[config.mk]
export PLATFORM = sky130hd
export DESIGN_NAME = prog_square_wave_meas
export DESIGN_NICKNAME = d
export VERILOG_FILES = /design/src/rtl/prog_square_wave_meas_pkg.sv /design/src/rtl/prog_square_wave_meas_sync_2ff.sv /design/src/rtl/prog_square_wave_meas.sv
export SDC_FILE = /design/constraint.sdc
export NUM_CORES = 1
export LEC_CHECK = 0
export ABC_AREA = 0
export BUFFER_PORTS_ARGS = -buffer_cell sky130_fd_sc_hd__buf_2
export CELL_PAD_IN_SITES_DETAIL_PLACEMENT = 1
export CELL_PAD_IN_SITES_GLOBAL_PLACEMENT = 1
export CORE_MARGIN = 2
export CORE_UTILIZATION = 45
export DETAILED_ROUTE_END_ITERATION = 10
export PLACE_DENSITY = 0.79
export SYNTH_ARGS = -nofsm -noshare
export SYNTH_HDL_FRONTEND = slang
export SYNTH_SLANG_ARGS = --single-unit
[constraint.sdc]
create_clock -name clk -period 5.65 [get_ports clk]
set_input_delay 0.2825 -clock clk [delete_from_list [all_inputs] [get_ports clk]]
set_output_delay 0.2825 -clock clk [all_outputs]
set_load 0.02 [all_outputs]
[src/rtl/prog_square_wave_meas_pkg.sv]
// Shared definitions for the square-wave measurement block.
package prog_square_wave_meas_pkg;

  localparam int unsigned UNIT_DEF = 5;
  localparam int unsigned CW_DEF   = 16;

  typedef enum logic [1:0] {
    ST_IDLE = 2'd0,
    ST_ARM  = 2'd1,
    ST_HIGH = 2'd2,
    ST_LOW  = 2'd3
  } state_t;

endpackage

[src/rtl/prog_square_wave_meas_sync_2ff.sv]
// Two-flop synchronizer for the asynchronous wave input.
module prog_square_wave_meas_sync_2ff (
  input  logic clk,
  input  logic reset,
  input  logic d,
  output logic q
);

  logic meta;

  always_ff @(posedge clk or posedge reset) begin
    if (reset) begin
      meta <= 1'b0;
      q    <= 1'b0;
    end else begin
      meta <= d;
      q    <= meta;
    end
  end

endmodule

[src/rtl/prog_square_wave_meas.sv]
// Measures high/low times of an incoming square wave in cycles and generator units,
// emitting one result per complete period.
module prog_square_wave_meas
  import prog_square_wave_meas_pkg::*;
#(
  parameter int unsigned UNIT = UNIT_DEF,
  parameter int unsigned CW   = CW_DEF
) (
  input  logic          clk,
  input  logic          reset,
  input  logic          wv,
  output logic [CW-1:0] hi_cycles,
  output logic [CW-1:0] lo_cycles,
  output logic [CW-1:0] m_out,
  output logic [CW-1:0] n_out,
  output logic          exact,
  output logic          valid,
  output logic          locked,
  output logic          err
);

  state_t        state, state_nxt;
  logic          wv_s, wv_d;
  logic          rise_c, fall_c, edge_c, full_c, primed_c;
  logic          start_c, cap_hi_c, cap_lo_c, ovf_c;
  logic [1:0]    prime_cnt;
  logic [CW-1:0] cnt, pre, ucnt;
  logic [CW-1:0] hi_cap, hu_cap;
  logic          hx;

  prog_square_wave_meas_sync_2ff u_sync_2ff (
    .clk   (clk),
    .reset (reset),
    .d     (wv),
    .q     (wv_s)
  );

  // wv_s only reflects the pin once the synchronizer has filled after reset
  always_ff @(posedge clk or posedge reset) begin
    if (reset) begin
      wv_d      <= 1'b0;
      prime_cnt <= 2'd0;
    end else begin
      wv_d <= wv_s;
      if (prime_cnt != 2'd2) prime_cnt <= prime_cnt + 2'd1;
    end
  end

  assign rise_c   = wv_s & ~wv_d;
  assign fall_c   = ~wv_s & wv_d;
  assign edge_c   = rise_c | fall_c;
  assign full_c   = (cnt == {CW{1'b1}});
  assign primed_c = (prime_cnt == 2'd2);

  always_ff @(posedge clk or posedge reset) begin
    if (reset) state <= ST_IDLE;
    else       state <= state_nxt;
  end

  always_comb begin
    state_nxt = state;
    case (state)
      ST_IDLE: if (primed_c && !wv_s && !wv_d) state_nxt = ST_ARM;
      ST_ARM:  if (rise_c) state_nxt = ST_HIGH;
      ST_HIGH: begin
        if (fall_c)                 state_nxt = ST_LOW;
        else if (full_c && !edge_c) state_nxt = ST_IDLE;
      end
      ST_LOW: begin
        if (rise_c)                 state_nxt = ST_HIGH;
        else if (full_c && !edge_c) state_nxt = ST_ARM;
      end
      default: state_nxt = ST_IDLE;
    endcase
  end

  always_comb begin
    start_c  = 1'b0;
    cap_hi_c = 1'b0;
    cap_lo_c = 1'b0;
    ovf_c    = 1'b0;
    case (state)
      ST_ARM: start_c = rise_c;
      ST_HIGH: begin
        if (fall_c) begin
          start_c  = 1'b1;
          cap_hi_c = 1'b1;
        end else if (full_c && !edge_c) begin
          ovf_c = 1'b1;
        end
      end
      ST_LOW: begin
        if (rise_c) begin
          start_c  = 1'b1;
          cap_lo_c = 1'b1;
        end else if (full_c && !edge_c) begin
          ovf_c = 1'b1;
        end
      end
      default: ;
    endcase
  end

  // pre tracks cnt mod UNIT and ucnt tracks cnt / UNIT without a divider
  always_ff @(posedge clk or posedge reset) begin
    if (reset) begin
      cnt  <= '0;
      pre  <= '0;
      ucnt <= '0;
    end else if (start_c) begin
      cnt  <= CW'(1);
      pre  <= CW'(1);
      ucnt <= '0;
    end else begin
      cnt <= cnt + CW'(1);
      if (pre == CW'(UNIT - 1)) begin
        pre  <= '0;
        ucnt <= ucnt + CW'(1);
      end else begin
        pre <= pre + CW'(1);
      end
    end
  end

  always_ff @(posedge clk or posedge reset) begin
    if (reset) begin
      hi_cap    <= '0;
      hu_cap    <= '0;
      hx        <= 1'b0;
      hi_cycles <= '0;
      lo_cycles <= '0;
      m_out     <= '0;
      n_out     <= '0;
      exact     <= 1'b0;
      valid     <= 1'b0;
      locked    <= 1'b0;
      err       <= 1'b0;
    end else begin
      valid <= cap_lo_c;
      err   <= ovf_c;
      if (cap_hi_c) begin
        hi_cap <= cnt;
        hu_cap <= ucnt;
        hx     <= (pre == '0);
      end
      if (cap_lo_c) begin
        hi_cycles <= hi_cap;
        lo_cycles <= cnt;
        m_out     <= hu_cap;
        n_out     <= ucnt;
        exact     <= hx & (pre == '0);
        locked    <= 1'b1;
      end else if (ovf_c) begin
        locked <= 1'b0;
      end
    end
  end

endmodule

==> results.yml, run 1 <==
clocking:
  clk_pin_slew_ps: 60
  htreeDepth: 4
  cts_tree: "done"
  clockRootBuffer: "clkbuf_16"
  cts.sinks: 156
  clockBufferDepth: 2
  insertion_delay_ps: 420
  cts_buffers: 17
  cts_setup_buffers: 0
grt:
  grt_pass1_wl_um: 26800
  antenna_found_initial: 0
  grt_pass1_vias: 5237
  grt_usage_pct: 21.5
  grt_max_degree: 112
  grt_overflow: 0
power:
  total_power_mw: 2.86
  power.density_nw_per_um2: 376
  clkPwrFrac_pct: 38.7
  peakVddDrop_uv: 242
  leakagePower_nw: 3.95
  p_int_mw: 2.05
  power.switching_mw: 0.811
  swShare_pct: 28.4
  p_seq_share_pct: 46.7
  combPwrFrac_pct: 14.5
timing:
  fmax_mhz: 358
  fin_crit_ps: 2790
  tns_ps: 0
  fin_skew_ps: 7.51
  finalHoldViolations: 0
  tightest_slew_ps: 1060
  timing.slew.headroom_pct: 28.8
  finalMaxSlewViolations: 0
  setup_violations: 0
  fin_crit_sh_pct: 49.4
  rsz0062_at_grt: "false"
yosys:
  syn-cell-area_um2: 6520
  yosysWarnings: 0
  synth_edf_count: 0
  syn_inst: 632
  yosysTopAreaCell: "dfrtp_1"
  synth.avg_cell_area_um2: 10.3
  yosysSeqAreaShare_pct: 59.9
  synthFlopType: "dfrtp_1"
  synth.distinct_cells: 32
  synth.net_count: 642
  ys_seq_elements: 156
  synth_top_area_share_pct: 59.9
  synth_area_leaders: "dfrtp_1, nand2_1, mux2_2"
  ys_async_sr_fraction_pct: 100
job:
  max-cap-violations: 0
drt:
  vias: 4817
  drt-initial-drc-count: 232
  drtPass1Iterations: 4
  post-route-drc-count: 0
  ant_nets: 0
  vias_per_cell: 5.41
  wirelength_um: 15600
  wl_per_cell_um: 17.5
setup_path:
  r2r_setup_slack_ps: 2860
  path_depth: 6
  critPathBufInv: 1
  crit_type: "flop to flop"
  slowest_delay_ps: 830
  rr_worst_depth: 6
  critical_path.top_delay_family: "simple AND/OR/NAND/NOR gates"
  timing.rr.end: "ucnt[10]"
  setup.worst_path.end_class: "flop"
  required_ps: 5970
  crit_path_start_kind: "flop"
  rr_startpoint: "pre[0]"
  worstPathMaxFanout: 30
  critPathSlowestCell: "nand4_1"
  crit_chain: "inv_1 > ha_1 > and3b_1 > nand4_1 > or4_1 > a21oi_1"
  crit_arrival_ps: 3110
min_path:
  hold_class: "input pin to asynchronous set/reset pin"
place:
  globalplace.congestion: 0.843
  place.port_buffers: 70
  place_hpwl_um: 10400
run_status:
  status: "finished clean"
floorplanning:
  die_w_um: 124
  ios: 71
  die_height_um: 124
  die_area_um2: 15500
  start_util_pct: 46.4
  num_rows: 43
  core_area_um2: 14000
cells_and_area:
  area_growth_pct: 16.6
  final_cell_mix: "nand2_1, dfrtp_1, buf_2, mux2_2, nor2_1"
  final_nets: 707
  final_common_cell: "nand2_1"
  layout-drive-gt1-share_pct: 20.6
  diodes: 0
==> how the worst max path moves through the flow <==
stage	to	from	slack [ps]
finish	ucnt[10]	pre[0]	2860
global route	pre[2]	pre[0]	2600
CTS	ucnt[10]	pre[0]	2830
detailed placement	ucnt[10]	pre[8]	2890
global placement	ucnt[10]	pre[12]	3050
floorplan	cnt[0]	reset	1160
==> flip-flops by register name, summed over array words and instances, names as in the netlist, 16 cells and up <==
name       cells
n_out         16
cnt           16
hi_cycles     16
hu_cap        16
hi_cap        16
ucnt          16
pre           16
lo_cycles     16
m_out         16
==> Yosys cell counts (5+ instances only) <==
cell type    n
o31ai_1      5
nand2_1    203
nand4_1     14
buf_2        8
dfrtp_1    156
clkbuf_1    23
or4_1        7
ha_1         7
nand3_1     19
o21ai_0     15
and4_1       7
xnor2_1     13
a21oi_1     17
xor2_1      14
mux2_2      38
nor2_1      31
and3_1       7
or3_1       11
nor3_1       6
inv_1       11
==> power by group through the flow <==
| stage | logic, mW | clock network, mW | registers, mW |
|---|---|---|---|
| finish | 0.416 | 1.11 | 1.34 |
| global route | 0.468 | 1.18 | 1.35 |
| CTS | 0.426 | 1.13 | 1.34 |
| detailed placement | 0.417 | 0 | 1.36 |
| global placement | 0.399 | 0 | 1.34 |
| floorplan | 0.259 | 0 | 1.37 |
==> metal layers <==
layer / wire length, µm / global-route usage (%) / share of wire, % / vias up
li1: - / - / - / 2230
met1: 6630 / 26.7 / 43 / 2478
met2: 8130 / 37.2 / 52 / 82
met3: 477 / 4.12 / 3.1 / 27
met4: 353 / 8.39 / 2.3 / 0
met5: 0 / 0 / 0 / -
==> logic make-up after synthesis <==
| logic type | count (synthesis) | synth area share, % |
|---|---|---|
| buffers and inverters | 42 | 2.57 |
| AOI/OAI and AO/OA | 39 | 3.28 |
| DFF | 156 | 59.9 |
| muxes | 39 | 6.72 |
| adders and majority gates | 7 | 1.34 |
| xor gates and xnor gates | 27 | 3.63 |
| and+or+nand+nor | 322 | 22.6 |
==> stage by stage <==
step / cells / utilization [%] / setup slack (ps) / hold slack [ps] / area (µm²)
3_3_place_gp: 857 / 50.0 / 3050 / 339 / 7020
2_1_floorplan: 632 / - / 1160 / 314 / 6520
5_1_grt: 890 / 54.1 / 2600 / 178 / 7600
4_1_cts: 890 / 54.1 / 2830 / 143 / 7600
3_5_place_dp: 857 / 50.0 / 2890 / 344 / 7020
6_report: 890 / 54.1 / 2860 / 87.5 / 7600
==> timing repair <==
item / 4_1_cts / 5_1_grt
hold endpoints to repair: 1 / 0
hold buffers: 1 / 0
resized for setup: 0 / 0
endpoints found under the setup margin: 0 / 0
==> area by class of cell <==
| type | instances | area, µm² |
|---|---|---|
| repair buffers | 77 | 405 |
| fillers | 1553 | 6440 |
| multi-input cells | 434 | 2450 |
| inverters | 11 | 46.3 |
| clock inverters | 6 | 85.1 |
| clock buffers | 26 | 489 |
| flip-flops and latches | 156 | 3900 |
| well taps | 180 | 225 |
(Power assumes the default switching activity.)
==> inputs of run 2 (changes only) <==
ABC_AREA = 1   (was 0)
CORE_UTILIZATION = 44   (was 45)
PLACE_DENSITY = 0.8   (was 0.79)
clock period = 2.7 ns   (was 5.65 ns; I/O delays follow)
==> run 2 against run 1 <==
  * Global-route usage increased by 1.2 points
  * Power grew 120%
  * Non-clock buffer count increased by 1
  * Largest cell class unchanged
==> results.yml, run 2 <==
setup_path:
  cp-startpoint: "u_sync_2ff.q"
  crit_arrival_ps: 2150
  critical_path.top_delay_family: "buffers and inverters"
  rr_startpoint: "u_sync_2ff.q"
  crit_chain: "inv_1 > ha_1 > nand3_4 > buf_4 > o211ai_1 > nand3_1 > nand3_1"
  rr_worst_depth: 7
  critPathBufInv: 2
  path_depth: 7
  crit_type: "flop to flop"
  cpMostUsedCell: "nand3_1"
  slowest_delay_ps: 500
  setup.worst_path.end_class: "flop"
  timing.rr.end: "state[0]"
  critPathSlowestCell: "buf_4"
  crit_path_end: "state[0]"
  crit_path_start_kind: "flop"
  required_ps: 3010
  worstPathMaxFanout: 67
  r2r_setup_slack_ps: 860
power:
  combPwrFrac_pct: 19.5
  p_seq_share_pct: 45.1
  swShare_pct: 32.8
  power.density_nw_per_um2: 808
  leakagePower_nw: 4.00
  p_int_mw: 4.25
  total_power_mw: 6.32
  clkPwrFrac_pct: 35.4
  peakVddDrop_uv: 516
  power.switching_mw: 2.07
yosys:
  yosysTopAreaCell: "dfrtp_1"
  synth_area_leaders: "dfrtp_1, nand2_1, o21ai_0"
  synth.net_count: 790
  synth_edf_count: 0
  synth.avg_cell_area_um2: 8.67
  syn_inst: 780
  yosysWarnings: 0
  ys_async_sr_fraction_pct: 100
  ys_seq_elements: 156
  yosysSeqAreaShare_pct: 57.7
  synth_top_area_share_pct: 57.7
  synth.distinct_cells: 35
  ys_top_cells_by_count: "nand2_1, dfrtp_1, inv_1"
  synth.most_common_cell: "nand2_1"
  synthFlopType: "dfrtp_1"
  syn-cell-area_um2: 6770
clocking:
  cts_buffers: 17
  cts-resized-gates: 0
  cts_setup_buffers: 0
  clockRootBuffer: "clkbuf_16"
  cts_tree: "done"
  insertion_delay_ps: 430
  clockBufferDepth: 2
  clk_pin_slew_ps: 60
  htreeDepth: 4
  cts.sinks: 156
cells_and_area:
  layoutNonFillerInstCount: 1051
  stdcell_area_um2: 7830
  final_common_cell: "nand2_1"
  fin_util_pct: 51.9
  fill_cells: 1825
  final_cell_mix: "nand2_1, dfrtp_1, buf_2, inv_1, o21ai_0"
  area_growth_pct: 15.8
  diodes: 0
  final_nets: 860
  layout-drive-gt1-share_pct: 15.1
grt:
  grt_pass1_vias: 5772
  grt_pass1_wl_um: 29200
  grt_overflow: 0
  grt_usage_pct: 22.7
  grt_max_degree: 85
  antenna_found_initial: 0
floorplanning:
  die_height_um: 128
  ios: 71
  num_rows: 45
  start_util_pct: 44.8
  die_area_um2: 16400
  core_area_um2: 15100
  die_w_um: 128
drt:
  wl_per_cell_um: 16.5
  vias_per_cell: 5.22
  ant_nets: 0
  wirelength_um: 17300
  vias: 5487
  drtPass1Iterations: 5
  drt-initial-drc-count: 405
  post-route-drc-count: 0
timing:
  setup_violations: 0
  fin_skew_ps: 7.42
  rsz0062_at_grt: "false"
  fin_crit_sh_pct: 68.1
  fin_ws_ps: 860
  tns_ps: 0
  tightest_slew_ps: 870
  finalHoldViolations: 0
  fin_crit_ps: 1840
  timing.slew.headroom_pct: 41.9
  finalMaxSlewViolations: 0
  fmax_mhz: 544
  holdWs_ps: 349
place:
  dp_slack_ps: 931
  globalplace.congestion: 0.859
  dp.cells: 1017
  placed_cell_area_um2: 7270
  place.port_buffers: 70
  place_hpwl_um: 11900
job:
  max-cap-violations: 0
min_path:
  hold_class: "flop to flop"
run_status:
  status: "finished clean"
## run 2: per-layer routing
layer	vias to the layer above	part of all wire, %	routed length, µm	GRT usage (%)
met4	0	1.4	240	7.56
met5	-	0	0	0
met2	89	49	8570	37.6
li1	2639	-	-	-
met1	2742	46	8000	30.0
met3	17	3.0	512	4.55
## run 2: final cells by class
class                      instances  area, µm²  share of cell area, %
sequential                       156       3900                   49.8
multi-input combinational        524       2420                   30.9
timing repair buffer              78        453                   5.78
clock buffer                      21        450                   5.75
inverter                          73        278                   3.55
tap                              188        235                   3.00
clock inverter                    11       95.1                   1.21
## run 2: how the worst min path moves through the flow
stage / cells after the start / endpoint / from
after global routing: 2 / u_sync_2ff.meta / wv
after CTS: 2 / u_sync_2ff.meta / wv
after floorplan: 0 / u_sync_2ff.meta / wv
after detailed placement: 1 / u_sync_2ff.meta / wv
final: 0 / u_sync_2ff.q / u_sync_2ff.meta
after global placement: 1 / u_sync_2ff.meta / wv
## run 2: what timing repair did
item | in CTS | in global routing
endpoints found under the hold margin | 36 | 0
hold buffers | 2 | 0
endpoints found under the setup margin | 0 | 0
## run 2: logic make-up after synthesis
group           after synthesis  share of synthesized area (%)
flops                       156                           57.7
xor+xnor                      5                          0.647
buf+inv                     100                           6.58
simple gates                397                           24.9
compound gates              115                           8.88
fa+ha+maj                     7                           1.29
## run 2: worst reg2reg max path, delay by kind of cell, from the launching register on
kind,cells,cell delay [ps]
buffers and inverters,2,580
flip-flops,1,370
AND/OR/NAND/NOR,3,330
adder cells (fa/ha/maj),1,220
AO/OA/AOI/OAI,1,220
## run 2: power groups by stage
stage / logic [mW] / registers (mW) / clock network [mW]
floorplan: 0.763 / 2.96 / 0
global placement: 1.14 / 2.86 / 0
detailed placement: 1.22 / 2.88 / 0
CTS: 1.25 / 2.85 / 2.28
global route: 1.38 / 2.89 / 2.39
finish: 1.23 / 2.85 / 2.24
==> inputs of run 3 (changes only) <==
CORE_UTILIZATION = 40   (was 44)
PLACE_DENSITY = 0.76   (was 0.8)
clock period = 1.5 ns   (was 2.7 ns; I/O delays follow)
==> run 3 against run 2 <==
  * The run now ends with negative setup slack left
  * Maximum frequency grew 17%
  * Clock-buffer cell count shrank 1
  * Clock skew grew 2.0 ps
  * Final area grew 10%
  * Routed wire length grew 7.3%
  * Clock power grew 110%
  * Global-route usage shrank 2.0 points
  * Core utilization grew 0.11 points
  * Critical path type unchanged
  * Critical endpoint is now cnt[15]
==> results.yml, run 3 (same netlist as run 2, synthesis figures left out) <==
run_status:
  status: "finished, violations left"
  violations: "negative setup slack"
grt:
  grt_use_met1_pct: 28.4
  grt_max_degree: 49
  grt_overflow: 0
  grt_pass1_wl_um: 29400
  grt.met3_usage_pct: 3.89
  top_usage_layer: "met2"
  grt_pass1_vias: 5760
  grt_usage_pct: 20.6
  gr-usage-met2_pct: 33.9
  antenna_found_initial: 0
setup_path:
  required_ps: 1810
  slowest_delay_ps: 360
  crit_chain: "buf_4 > nand3_1 > nor2_2 > nand2_2 > nor2_4 > nand3b_1 > nand2_1 > nor2_1"
  critPathSlowestCell: "dfrtp_1"
  worstPathMaxFanout: 5
  crit_type: "flop to flop"
  setup.worst_path.end_class: "flop"
  crit_arrival_ps: 1870
  crit_path_start_kind: "flop"
drt:
  wirelength_um: 18600
  drtPass1Iterations: 4
  ant_nets: 0
  wl_per_cell_um: 16.5
  post-route-drc-count: 0
  vias_per_cell: 4.99
  drt-initial-drc-count: 303
  vias: 5635
cells_and_area:
  layout-drive-gt1-share_pct: 24.1
  diodes: 0
  stdcell_area_um2: 8620
  area_growth_pct: 27.5
  final_cell_mix: "nand2_1, dfrtp_1, buf_2, inv_1, o21ai_0"
  fill_cells: 1973
  final_common_cell: "nand2_1"
  final_nets: 906
job:
  max-cap-violations: 0
timing:
  fmax_mhz: 638
  tightest_slew_ps: 362
  finalMaxSlewViolations: 0
  fin_ws_ps: -66.7
  fin_skew_ps: 9.47
  fin_crit_ps: 1570
  setup_violations: 5
  fin_crit_sh_pct: 104
  timing.slew.headroom_pct: 75.8
  holdWs_ps: 179
  finalHoldViolations: 0
  rsz0062_at_grt: "true"
floorplanning:
  die_w_um: 134
  start_util_pct: 40.8
  core_area_um2: 16600
  die_area_um2: 18000
  num_rows: 47
  die_height_um: 134
  ios: 71
clocking:
  cts.sinks: 156
  insertion_delay_ps: 430
  clk_pin_slew_ps: 70
  cts_buffers: 17
  clockBufferDepth: 2
  cts_tree: "done"
  htreeDepth: 4
  clockRootBuffer: "clkbuf_16"
place:
  place_hpwl_um: 12100
  placed_cell_area_um2: 7610
  globalplace.congestion: 0.767
  place.port_buffers: 70
power:
  power.density_nw_per_um2: 1470
  peakVddDrop_uv: 1010
  leakagePower_nw: 4.34
min_path:
  hold_class: "input pin to asynchronous set/reset pin"
run 3: cell count changes in the layout (fill, tap and decap cells not counted), sizes merged:
| cell | previous run | this run |
|---|---|---|
| buf | 76 | 120 |
| bufinv | 1 | 4 |
| clkbuf | 21 | 22 |
| clkinv | 6 | 1 |
| inv | 73 | 76 |
run 3: repair_timing:
item,in CTS,in global routing
cloned,0,2
hold buffers,2,0
resized for setup,13,63
pin swaps,4,24
setup endpoints to repair,16,111
endpoints found under the hold margin,130,0
buffers inserted,3,10
run 3: routing by layer:
| layer | share of wire, % | vias up |
|---|---|---|
| met4 | 1.2 | 0 |
| met1 | 47 | 2780 |
| li1 | - | 2739 |
| met5 | 0 | - |
| met3 | 3.0 | 21 |
| met2 | 49 | 95 |
run 3: area by class of cell:
cell class / instances / area (µm²) / share of cell area (%)
sequential: 156 / 3910 / 45.3
clock buffer: 20 / 437 / 5.06
inverter: 73 / 285 / 3.31
multi-input combinational: 524 / 2580 / 30.0
timing repair buffer: 124 / 947 / 11.0
tap: 220 / 275 / 3.19
clock inverter: 12 / 186 / 2.16
run 3: worst max-delay path: cells and delay by family (launching register included):
family                 cells  cell delay [ps]
flip-flops                 1              360
buffers and inverters      1              130
AND/OR/NAND/NOR            7              950
run 3: through the flow:
step	util, %	setup TNS, ps	power, mW	cells	worst slack, ps
after floorplan	-	-85470	6.70	780	-548
after global placement	45.9	0	7.55	1080	47.1
after detailed placement	45.9	-162	7.67	1080	-54.6
after CTS	50.1	-108	12.4	1117	-38.3
after global routing	52.0	-1860	13.3	1129	-150
final	52.0	-141	12.7	1129	-66.7
run 3: final timing paths:
path                                 start  slack (ps)  depth (start not counted)         endpoint
setup / recovery                    cnt[0]         -70                          8          cnt[15]
hold / removal                       reset         180                          3     hi_cycles[8]
setup reg to reg                    cnt[0]         -70                          8          cnt[15]
hold reg to reg            u_sync_2ff.meta         350                          0     u_sync_2ff.q
max in group asynchronous            reset         670                          4         n_out[7]
min in group clk                        wv         300                          2  u_sync_2ff.meta
run 3: report_power, final:
part / internal, mW / leakage [nW] / switching [mW]
Combinational: 1.11 / 1.93 / 1.82
Sequential: 4.70 / 2.12 / 0.420
Clock: 2.81 / 0.292 / 1.80
Total: 8.63 / 4.34 / 4.04
